$ cat src/rtl/video_pkg.sv
// Shared types and defaults for the video capture path.
// Frame buffer is 32K x 2-bit, addressed {y[7:1], x[8:1]}.
package video_pkg;

  typedef enum logic [1:0] {
    IDLE,
    WAIT_FS,
    CAPTURE,
    DONE
  } state_t;

  localparam int FB_ADDR_W = 15;
  localparam int FB_DATA_W = 2;

  localparam int H_ACTIVE_DEF = 480;
  localparam int V_ACTIVE_DEF = 272;

  localparam int TH1_DEF = 47;
  localparam int TH2_DEF = 94;
  localparam int TH3_DEF = 141;

endpackage

$ cat src/rtl/rgb_to_index.sv
// RGB565 to 2-bit colour index.
// lum = 2R + G + 2B, then a three-threshold compare.
module rgb_to_index
  import video_pkg::*;
#(
  parameter int TH1 = TH1_DEF,
  parameter int TH2 = TH2_DEF,
  parameter int TH3 = TH3_DEF
) (
  input  logic [4:0]           r,
  input  logic [5:0]           g,
  input  logic [4:0]           b,
  output logic [FB_DATA_W-1:0] idx
);

  localparam logic [7:0] T1 = 8'(TH1);
  localparam logic [7:0] T2 = 8'(TH2);
  localparam logic [7:0] T3 = 8'(TH3);

  logic [7:0] lum;

  assign lum = {2'b0, r, 1'b0}
             + {2'b0, g}
             + {2'b0, b, 1'b0};

  always_comb begin
    idx = '0;
    unique case (1'b1)
      (lum < T1):               idx = 2'd0;
      (lum >= T1 && lum < T2):  idx = 2'd1;
      (lum >= T2 && lum < T3):  idx = 2'd2;
      (lum >= T3):              idx = 2'd3;
      default:                  idx = 2'd0;
    endcase
  end

endmodule

$ cat src/rtl/video_capture.sv
// Captures one armed frame of an RGB565 LCD stream,
// decimated 2x2 and quantised, into the frame buffer.
module video_capture
  import video_pkg::*;
#(
  parameter int H_ACTIVE        = H_ACTIVE_DEF,
  parameter int V_ACTIVE        = V_ACTIVE_DEF,
  parameter bit SYNC_ACTIVE_LOW = 1'b1,
  parameter int TH1             = TH1_DEF,
  parameter int TH2             = TH2_DEF,
  parameter int TH3             = TH3_DEF
) (
  input  logic                 i_clk,
  input  logic                 i_rst_n,
  input  logic                 i_hsync,
  input  logic                 i_vsync,
  input  logic                 i_de,
  input  logic [4:0]           i_r,
  input  logic [5:0]           i_g,
  input  logic [4:0]           i_b,
  input  logic                 i_arm,
  output logic                 o_we,
  output logic [FB_ADDR_W-1:0] o_waddr,
  output logic [FB_DATA_W-1:0] o_wdata,
  output logic                 o_busy,
  output logic                 o_done,
  output logic                 o_err
);

  localparam logic [8:0] H_LEN = 9'(H_ACTIVE);
  localparam logic [8:0] V_LEN = 9'(V_ACTIVE);

  state_t state, state_n;

  logic       hs_q, vs_q, de_q;
  logic       vs_p, de_p;
  logic [4:0] r_q;
  logic [5:0] g_q;
  logic [4:0] b_q;
  logic [8:0] x, y;
  logic       fs, de_fall, keep;
  logic       unused_hs;
  logic [FB_DATA_W-1:0] idx;

  // Stage 0: register the stream with syncs normalised to active-high
  always_ff @(posedge i_clk) begin
    if (!i_rst_n) begin
      hs_q <= 1'b0;
      vs_q <= 1'b0;
      de_q <= 1'b0;
      vs_p <= 1'b0;
      de_p <= 1'b0;
      r_q  <= '0;
      g_q  <= '0;
      b_q  <= '0;
    end else begin
      hs_q <= i_hsync ^ SYNC_ACTIVE_LOW;
      vs_q <= i_vsync ^ SYNC_ACTIVE_LOW;
      de_q <= i_de;
      vs_p <= vs_q;
      de_p <= de_q;
      r_q  <= i_r;
      g_q  <= i_g;
      b_q  <= i_b;
    end
  end

  assign unused_hs = hs_q;
  assign fs        = vs_q & ~vs_p;
  assign de_fall   = de_p & ~de_q;

  always_comb begin
    state_n = state;
    unique case (state)
      IDLE:    if (i_arm) state_n = WAIT_FS;
      WAIT_FS: if (fs)    state_n = CAPTURE;
      CAPTURE: if (fs)    state_n = DONE;
      DONE:               state_n = IDLE;
      default:            state_n = IDLE;
    endcase
  end

  always_ff @(posedge i_clk) begin
    if (!i_rst_n) state <= IDLE;
    else          state <= state_n;
  end

  assign o_busy = (state == WAIT_FS) || (state == CAPTURE);
  assign o_done = (state == DONE);

  // x is the column of the pixel in stage 0; at DE fall it holds the line length
  always_ff @(posedge i_clk) begin
    if (!i_rst_n) begin
      x <= '0;
      y <= '0;
    end else if (state == WAIT_FS && fs) begin
      x <= '0;
      y <= '0;
    end else begin
      if (de_fall)
        x <= '0;
      else if (de_q && x != 9'd511)
        x <= x + 9'd1;
      if (de_fall && y != 9'd511)
        y <= y + 9'd1;
    end
  end

  always_ff @(posedge i_clk) begin
    if (!i_rst_n) begin
      o_err <= 1'b0;
    end else if (state == WAIT_FS && fs) begin
      o_err <= 1'b0;
    end else if (state == CAPTURE) begin
      if (de_fall && x != H_LEN) o_err <= 1'b1;
      if (fs && y != V_LEN)      o_err <= 1'b1;
    end
  end

  rgb_to_index #(
    .TH1 (TH1),
    .TH2 (TH2),
    .TH3 (TH3)
  ) u_idx (
    .r   (r_q),
    .g   (g_q),
    .b   (b_q),
    .idx (idx)
  );

  assign keep = (state == CAPTURE) && de_q && !fs
             && !x[0] && !y[0] && !y[8];

  // Stage 1: write port, address/data hold between writes
  always_ff @(posedge i_clk) begin
    if (!i_rst_n) begin
      o_we    <= 1'b0;
      o_waddr <= '0;
      o_wdata <= '0;
    end else begin
      o_we <= keep;
      if (keep) begin
        o_waddr <= {y[7:1], x[8:1]};
        o_wdata <= idx;
      end
    end
  end

endmodule

$ cat config.mk
export PLATFORM = sky130hd
export DESIGN_NAME = video_capture
export DESIGN_NICKNAME = d
export VERILOG_FILES = /design/src/rtl/video_pkg.sv /design/src/rtl/rgb_to_index.sv /design/src/rtl/video_capture.sv
export SDC_FILE = /design/constraint.sdc
export NUM_CORES = 1
export LEC_CHECK = 0
export CAP_MARGIN = 10
export CORE_ASPECT_RATIO = 1.5
export CORE_MARGIN = 2
export CORE_UTILIZATION = 48
export DETAILED_ROUTE_END_ITERATION = 7
export PLACE_DENSITY = 0.79
export SLEW_MARGIN = 20
export SYNTH_ARGS = -nofsm -noshare
export SYNTH_HDL_FRONTEND = slang
export SYNTH_SLANG_ARGS = --single-unit
$ cat constraint.sdc
create_clock -name i_clk -period 2.4 [get_ports i_clk]
set_clock_uncertainty 0.1 [all_clocks]
set_input_delay 0.48 -clock i_clk [delete_from_list [all_inputs] [get_ports i_clk]]
set_output_delay 0.48 -clock i_clk [all_outputs]
set_load 0.01 [all_outputs]
==> metrics.cfg, run 1 <==
[job]
cap_violations = 0

[die]
io_pins = 43
initial_core_util_pct = 50.3
die_w_um = 65.9
row_count = 33
die-area_um2 = 6390
core_area_um2 = 5490
die_h_um = 96.9

[pwr]
p_leak_nw = 1.56
power_switching_share_pct = 26.0
clockPowerShare_pct = 39.1
powerDensity_nw_per_um2 = 705
p_int_w = 0.00192
p_seq_share_pct = 40.7
p_total_w = 0.00259
p_sw_w = 0.000672
p_comb_share_pct = 20.2
ir_worst_vdd_mv = 0.502

[detailed_routing]
firstDrtPassIters = 4
postRouteAntennaNets = 0
viasPerCell = 5.26
dr_total_vias = 2208
avgRoutedWirePerCell_um = 14.0
drt_iter0_markers = 120
drc = 0
drt-total-wl_um = 5870

[global_routing]
grtUsageTotal_pct = 19.5
grt_pass1_wl_um = 9600
grt_max_degree = 16
antenna_found_initial = 0
grt_pass1_vias = 2222
grt_overflow = 0

[cells_and_area]
n_fill_cell = 437
diodes = 0
seqCellArea_um2 = 1180
drive_gt1_share_pct = 16.6
layout.nets = 390
synthToLayoutAreaGrowth_pct = 33.1
multi_input_area_um2 = 1610
fin_util_pct = 66.9

[sta]
holdWs_ns = 0.348
final_max_slew_viol_count = 0
slew_headroom_pct = 72.5
final-hold-violation-count = 0
layout_setup_ws_ns = -0.246
fmax_mhz = 378
rsz0062_at_grt = yes
setup-tns-final_ns = -0.418
period_needed_ns = 2.65
setup_viol_count_final = 2
period_share_pct = 110
worstMarginPinSlew_ns = 0.408

[cts]
clock_path_buffers = 2
clk_latency_ns = 0.33
cts_sinks = 59
clk_pin_slew_ns = 0.07
postCtsHoldBufs = 0
cts_buffers = 9
root_buffer = clkbuf_8
ctsHtreeMaxLevel = 3
cts_tree = done

[hold_path]
min_to = vs_p$_SDFF_PN0_
min_from = vs_q$_SDFF_PN0_
min_path_cells = 1
worstHoldPathType = register to register

[synthesis]
yosysWarnings = 0
async_flop_share_pct = 0
synth_edf_count = 0
syn_avg_cell_area_um2 = 9.62
yosysSeqAreaShare_pct = 42.8
netlist_instances = 287
syn_area_um2 = 2760
synth_flop_cell = dfxtp_1
ys_ff_latch = 59
synth_cell_types = 45
synth_nets = 332

[critical_path]
cp_max_fo = 5
worst_ep_arrival_time_ns = 2.75
r2r_slack_ns = -0.25
start_kind = register
end_kind = register
required_ns = 2.50
r2r_end = o_wdata[0]$_SDFFE_PN0P_
path_class = register to register
rr_startpoint = r_q[0]$_SDFF_PN0_
reg2regPathDepth = 11

[place]
portBuffers = 41
gp_congestion = 0.838
detailed_place_hpwl_um = 4130

[outcome]
status = finished with violations
failed_checks = setup timing

flip-flops by register name, summed over array words and instances (netlist names):
register and flops:
state 2, x 9, y 9, vs_p 1, o_wdata 2, b_q 5
r_q 5, de_q 1, vs_q 1, o_we 1, g_q 6, o_waddr 15
o_err 1, de_p 1
worst max-delay path, stage by stage, from the launching register on:
cell	delay (ns)
dfxtp_2	0.33
ha_4	0.16
fa_2	0.36
a21o_1	0.18
a21oi_2	0.13
xnor2_1	0.08
ha_1	0.38
a21oi_2	0.16
nand3_2	0.10
xnor2_2	0.21
mux2i_1	0.24
a31oi_1	0.10
cell usage in the layout, fill, tap and decap left out, types with 3 or more instances in the layout:
cell type,netlist,layout
a21o_1,4,4
a21oi_1,14,10
a21oi_2,1,4
and2_1,19,19
and3_1,5,5
buf_4,3,13
clkbuf_8,0,11
clkdlybuf4s50_1,0,41
clkinv_2,0,3
dfxtp_1,59,58
ha_1,21,18
inv_1,11,11
mux2i_1,17,17
nand2_1,8,8
nand3_1,5,4
nand4_1,6,6
nor2_1,49,48
o21ai_0,6,6
xnor2_1,6,3
xor2_1,12,12
cell usage after synthesis, drive strengths merged (2+ instances only):
master	n	area [um2]
and2	19	119
nand3	5	25.0
a21o	4	30.0
a21oi	15	78.8
xnor2	6	52.6
nand4	8	80.1
o21a	2	15.0
dfxtp	59	1180
mux2i	17	170
nor3b	2	15.0
nor2	50	195
nand2b	4	32.5
a211oi	3	22.5
nand2	8	30.0
or3	2	12.5
fa	2	40.0
buf	5	32.5
clkbuf	3	11.3
o21ai	7	35.0
and3	5	31.3
inv	11	41.3
xor2	12	105
nor3	3	31.3
a31oi	2	12.5
ha	21	263
metal layers:
| metal | routed length (um) | GRT usage, % | up-vias |
|---|---|---|---|
| met3 | 232 | 3.84 | 26 |
| met1 | 2310 | 20.6 | 1032 |
| met5 | 0 | 0 | - |
| li1 | - | - | 1092 |
| met2 | 3080 | 34.2 | 58 |
| met4 | 240 | 12.2 | 0 |
cells by family after synthesis:
| group | Yosys count | synth area share [%] |
|---|---|---|
| compound gates | 39 | 8.75 |
| xor+xnor | 18 | 5.71 |
| fa+ha+maj | 23 | 11.0 |
| buf+inv | 20 | 3.22 |
| flops | 59 | 42.8 |
| mux | 17 | 6.16 |
| simple gates | 111 | 22.4 |
worst max-delay path by stage:
| stage | to | from | slack, ns | cells past startpoint |
|---|---|---|---|---|
| detailed placement | o_wdata[0]$_SDFFE_PN0P_ | r_q[0]$_SDFF_PN0_ | -0.23 | 11 |
| CTS | o_wdata[0]$_SDFFE_PN0P_ | r_q[0]$_SDFF_PN0_ | -0.22 | 11 |
| floorplan | o_wdata[0]$_SDFFE_PN0P_ | r_q[0]$_SDFF_PN0_ | -0.10 | 11 |
| finish | o_wdata[0]$_SDFFE_PN0P_ | r_q[0]$_SDFF_PN0_ | -0.25 | 11 |
| global route | o_wdata[0]$_SDFFE_PN0P_ | r_q[0]$_SDFF_PN0_ | -0.37 | 11 |
| global placement | o_wdata[0]$_SDFFE_PN0P_ | r_q[0]$_SDFF_PN0_ | -0.19 | 11 |
final cells by class:
type                       instances  share of cell area (%)
sequential                        59                    32.2
clock buffer                      11                    4.12
timing repair buffer              55                    14.1
inverter                          12                    1.23
multi-input combinational        208                    43.9
tap                               70                    2.38
clock inverter                     5                    2.04
timing repair:
item,CTS,global route
pin swaps,5,9
resized for setup,1,18
setup buffers,0,3
setup endpoints to repair,2,2
through the flow:
| step | instance area [um2] | instances | worst slack [ns] |
|---|---|---|---|
| 3_5_place_dp | 3330 | 401 | -0.233 |
| 5_1_grt | 3670 | 420 | -0.373 |
| 4_1_cts | 3560 | 417 | -0.223 |
| 6_report | 3670 | 420 | -0.246 |
| 2_1_floorplan | 2790 | 287 | -0.101 |
| 3_3_place_gp | 3330 | 401 | -0.194 |
power groups by stage:
stage | logic, W | clock network [W] | registers (W)
finish | 0.000524 | 0.00101 | 0.00105
global route | 0.000579 | 0.00109 | 0.00106
detailed placement | 0.000459 | 0 | 0.00107
floorplan | 0.000312 | 0 | 0.00107
global placement | 0.000447 | 0 | 0.00107
CTS | 0.000468 | 0.00104 | 0.00105
No activity file was read; power rests on OpenSTA's default activity.
==> run 2, diff against run 1 <==
--- a/config.mk
+++ b/config.mk
@@ -8,9 +8,9 @@
 export CAP_MARGIN = 10
 export CORE_ASPECT_RATIO = 1.5
 export CORE_MARGIN = 2
-export CORE_UTILIZATION = 48
+export CORE_UTILIZATION = 53
 export DETAILED_ROUTE_END_ITERATION = 7
-export PLACE_DENSITY = 0.79
+export PLACE_DENSITY = 0.83
 export SLEW_MARGIN = 20
 export SYNTH_ARGS = -nofsm -noshare
 export SYNTH_HDL_FRONTEND = slang
==> constraint.sdc (replaced) <==
create_clock -name i_clk -period 2.7 [get_ports i_clk]
set_clock_uncertainty 0.1 [all_clocks]
set_input_delay 0.54 -clock i_clk [delete_from_list [all_inputs] [get_ports i_clk]]
set_output_delay 0.54 -clock i_clk [all_outputs]
set_load 0.01 [all_outputs]
==> run 2 against run 1 <==
Compared with the run above: the run now ends clean; final area shrank 0.48%; maximum frequency increased by 1.1%; sequential cell count unchanged; largest power group unchanged.
==> metrics.cfg, run 2 (synthesized netlist as in run 1, its figures left out) <==
[critical_path]
required_ns = 2.88  ; was 2.50 ns
reg2regPathDepth = 12  ; was 11
worst_ep_arrival_time_ns = 2.80  ; was 2.75 ns
start_kind = register  ; unchanged
path_class = register to register  ; unchanged
end_kind = register  ; unchanged
cp_max_fo = 4  ; was 5

[die]
io_pins = 43  ; unchanged
die_h_um = 92.4  ; was 96.9 um
initial_core_util_pct = 54.3  ; was 50.3%
die-area_um2 = 5810  ; was 6390 um2
die_w_um = 62.9  ; was 65.9 um
core_area_um2 = 5080  ; was 5490 um2
row_count = 32  ; was 33

[cells_and_area]
top_register = o_waddr  ; unchanged
top_regs = o_waddr (15), x (9), y (9)  ; unchanged
instances_no_fill = 409  ; was 420
n_fill_cell = 377  ; was 437
diodes = 0  ; unchanged
layout_commonest_cell = dfxtp_1  ; unchanged
layout.nets = 381  ; was 390
largest_reg_flops = 15  ; unchanged
synthToLayoutAreaGrowth_pct = 32.5  ; was 33.1%
multi_input_area_um2 = 1670  ; was 1610 um2
layout_common_cells = dfxtp_1, nor2_1, clkdlybuf4s50_1, and2_1  ; was dfxtp_1, nor2_1, clkdlybuf4s50_1, and2_1, ha_1
design_area_um2 = 3660  ; was 3670 um2
fin_util_pct = 71.9  ; was 66.9%
drive_gt1_share_pct = 16.4  ; was 16.6%
seqCellArea_um2 = 1180  ; unchanged

[detailed_routing]
drt-total-wl_um = 6380  ; was 5870 um
drc = 0  ; unchanged
dr_total_vias = 2196  ; was 2208
firstDrtPassIters = 4  ; unchanged
viasPerCell = 5.37  ; was 5.26
postRouteAntennaNets = 0  ; unchanged
drt_iter0_markers = 105  ; was 120
avgRoutedWirePerCell_um = 15.6  ; was 14.0 um

[cts]
clk_pin_slew_ns = 0.07  ; about the same
cts_buffers = 9  ; unchanged
ctsHtreeMaxLevel = 3  ; unchanged
clk_latency_ns = 0.36  ; was 0.33 ns
clock_path_buffers = 2  ; unchanged
cts_sinks = 59  ; unchanged
root_buffer = clkbuf_8  ; unchanged
cts_tree = done  ; unchanged

[sta]
fmax_mhz = 382  ; was 378 MHz
final-hold-violation-count = 0  ; unchanged
setup_viol_count_final = 0  ; was 2
period_share_pct = 96.9  ; was 110%
final_max_slew_viol_count = 0  ; unchanged
slew_headroom_pct = 63.0  ; was 72.5%
period_needed_ns = 2.62  ; was 2.65 ns
worstMarginPinSlew_ns = 0.552  ; was 0.408 ns
layout_setup_ws_ns = 0.0832  ; was -0.246 ns
holdWs_ns = 0.358  ; was 0.348 ns

[pwr]
p_sw_w = 0.000655  ; was 0.000672 W
powerDensity_nw_per_um2 = 633  ; was 705 nW/um2
p_int_w = 0.00166  ; was 0.00192 W
clockPowerShare_pct = 39.3  ; was 39.1%
ir_worst_vdd_mv = 0.446  ; was 0.502 mV
power_switching_share_pct = 28.3  ; was 26.0%
p_comb_share_pct = 20.2  ; about the same
p_leak_nw = 1.52  ; was 1.56 nW
p_seq_share_pct = 40.5  ; was 40.7%

[place]
place_area_um2 = 3240  ; was 3330 um2
gp_congestion = 0.862  ; was 0.838
dp.cells = 392  ; was 401
portBuffers = 41  ; unchanged
detailed_place_hpwl_um = 4060  ; was 4130 um
place_ws_ns = -0.0913  ; was -0.233 ns

[global_routing]
grt_max_degree = 20  ; was 16
grt_overflow = 0  ; unchanged
grtUsageTotal_pct = 22.5  ; was 19.5%
grt_pass1_vias = 2261  ; was 2222
grt_pass1_wl_um = 9950  ; was 9600 um
antenna_found_initial = 0  ; unchanged

[hold_path]
min_path_cells = 1  ; unchanged
worstHoldPathType = register to register  ; unchanged

[job]
cap_violations = 0  ; unchanged

[outcome]
status = complete, no violations  ; was finished with violations

-- run 2: changes by cell type in the layout (fill, tap and decap cells not counted), sizes merged --
cell / change
inv: +1
clkinv: -1
buf: -9
clkbuf: -2
clkinvlp: +2
-- run 2: repair_timing --
action / CTS / global route
buffers inserted: 0 / 1
setup endpoints to repair: 1 / 2
pin swaps: 5 / 19
hold buffers: 0 / 0
gates resized for setup: 8 / 25
-- run 2: final cells by class --
type	count	share of cell area, %
clock buffer	9	3.39
clock inverter	7	2.77
inverter	12	1.23
multi-input combinational	208	45.7
sequential	59	32.3
tap	68	2.33
timing repair buffer	46	12.2
-- run 2: worst paths after layout --
check,from,endpoint,slack (ns)
worst max-delay path,r_q[1]$_SDFF_PN0_,o_wdata[0]$_SDFFE_PN0P_,0.08
worst min-delay path,vs_q$_SDFF_PN0_,vs_p$_SDFF_PN0_,0.36
worst max register to register,r_q[1]$_SDFF_PN0_,o_wdata[0]$_SDFFE_PN0P_,0.08
worst min register to register,vs_q$_SDFF_PN0_,vs_p$_SDFF_PN0_,0.36
-- run 2: power by group through the flow --
stage	registers (W)	clock network (W)	logic [W]
6_report	0.000937	0.000910	0.000469
5_1_grt	0.000941	0.000955	0.000519
4_1_cts	0.000935	0.000917	0.000398
3_5_place_dp	0.000954	0	0.000384
3_3_place_gp	0.000952	0	0.000373
2_1_floorplan	0.000949	0	0.000267
-- run 2: layer usage --
metal,share of wire (%),global-route usage [%],routed length (um),vias to the layer above
met5,0,0,0,-
met4,2.4,11.9,150,0
met3,3.7,6.80,236,11
met2,56,41.8,3570,53
met1,38,21.8,2420,1060
li1,-,-,-,1072
-- run 2: worst max-delay path, cell delays in order, from the launching register on --
cell,delay (ns)
dfxtp_1,0.34
ha_1,0.31
a21oi_2,0.21
inv_1,0.08
a21oi_2,0.18
xnor2_2,0.17
ha_4,0.27
nor2_2,0.16
a21oi_4,0.06
xnor2_2,0.20
a21boi_2,0.21
mux2i_1,0.09
a31oi_1,0.16
-- run 2: metrics by stage --
step | setup TNS (ns) | total power [W]
3_5_place_dp | -0.0913 | 0.00134
6_report | 0 | 0.00231
2_1_floorplan | 0 | 0.00122
3_3_place_gp | -0.0117 | 0.00132
4_1_cts | 0 | 0.00225
5_1_grt | -0.112 | 0.00242
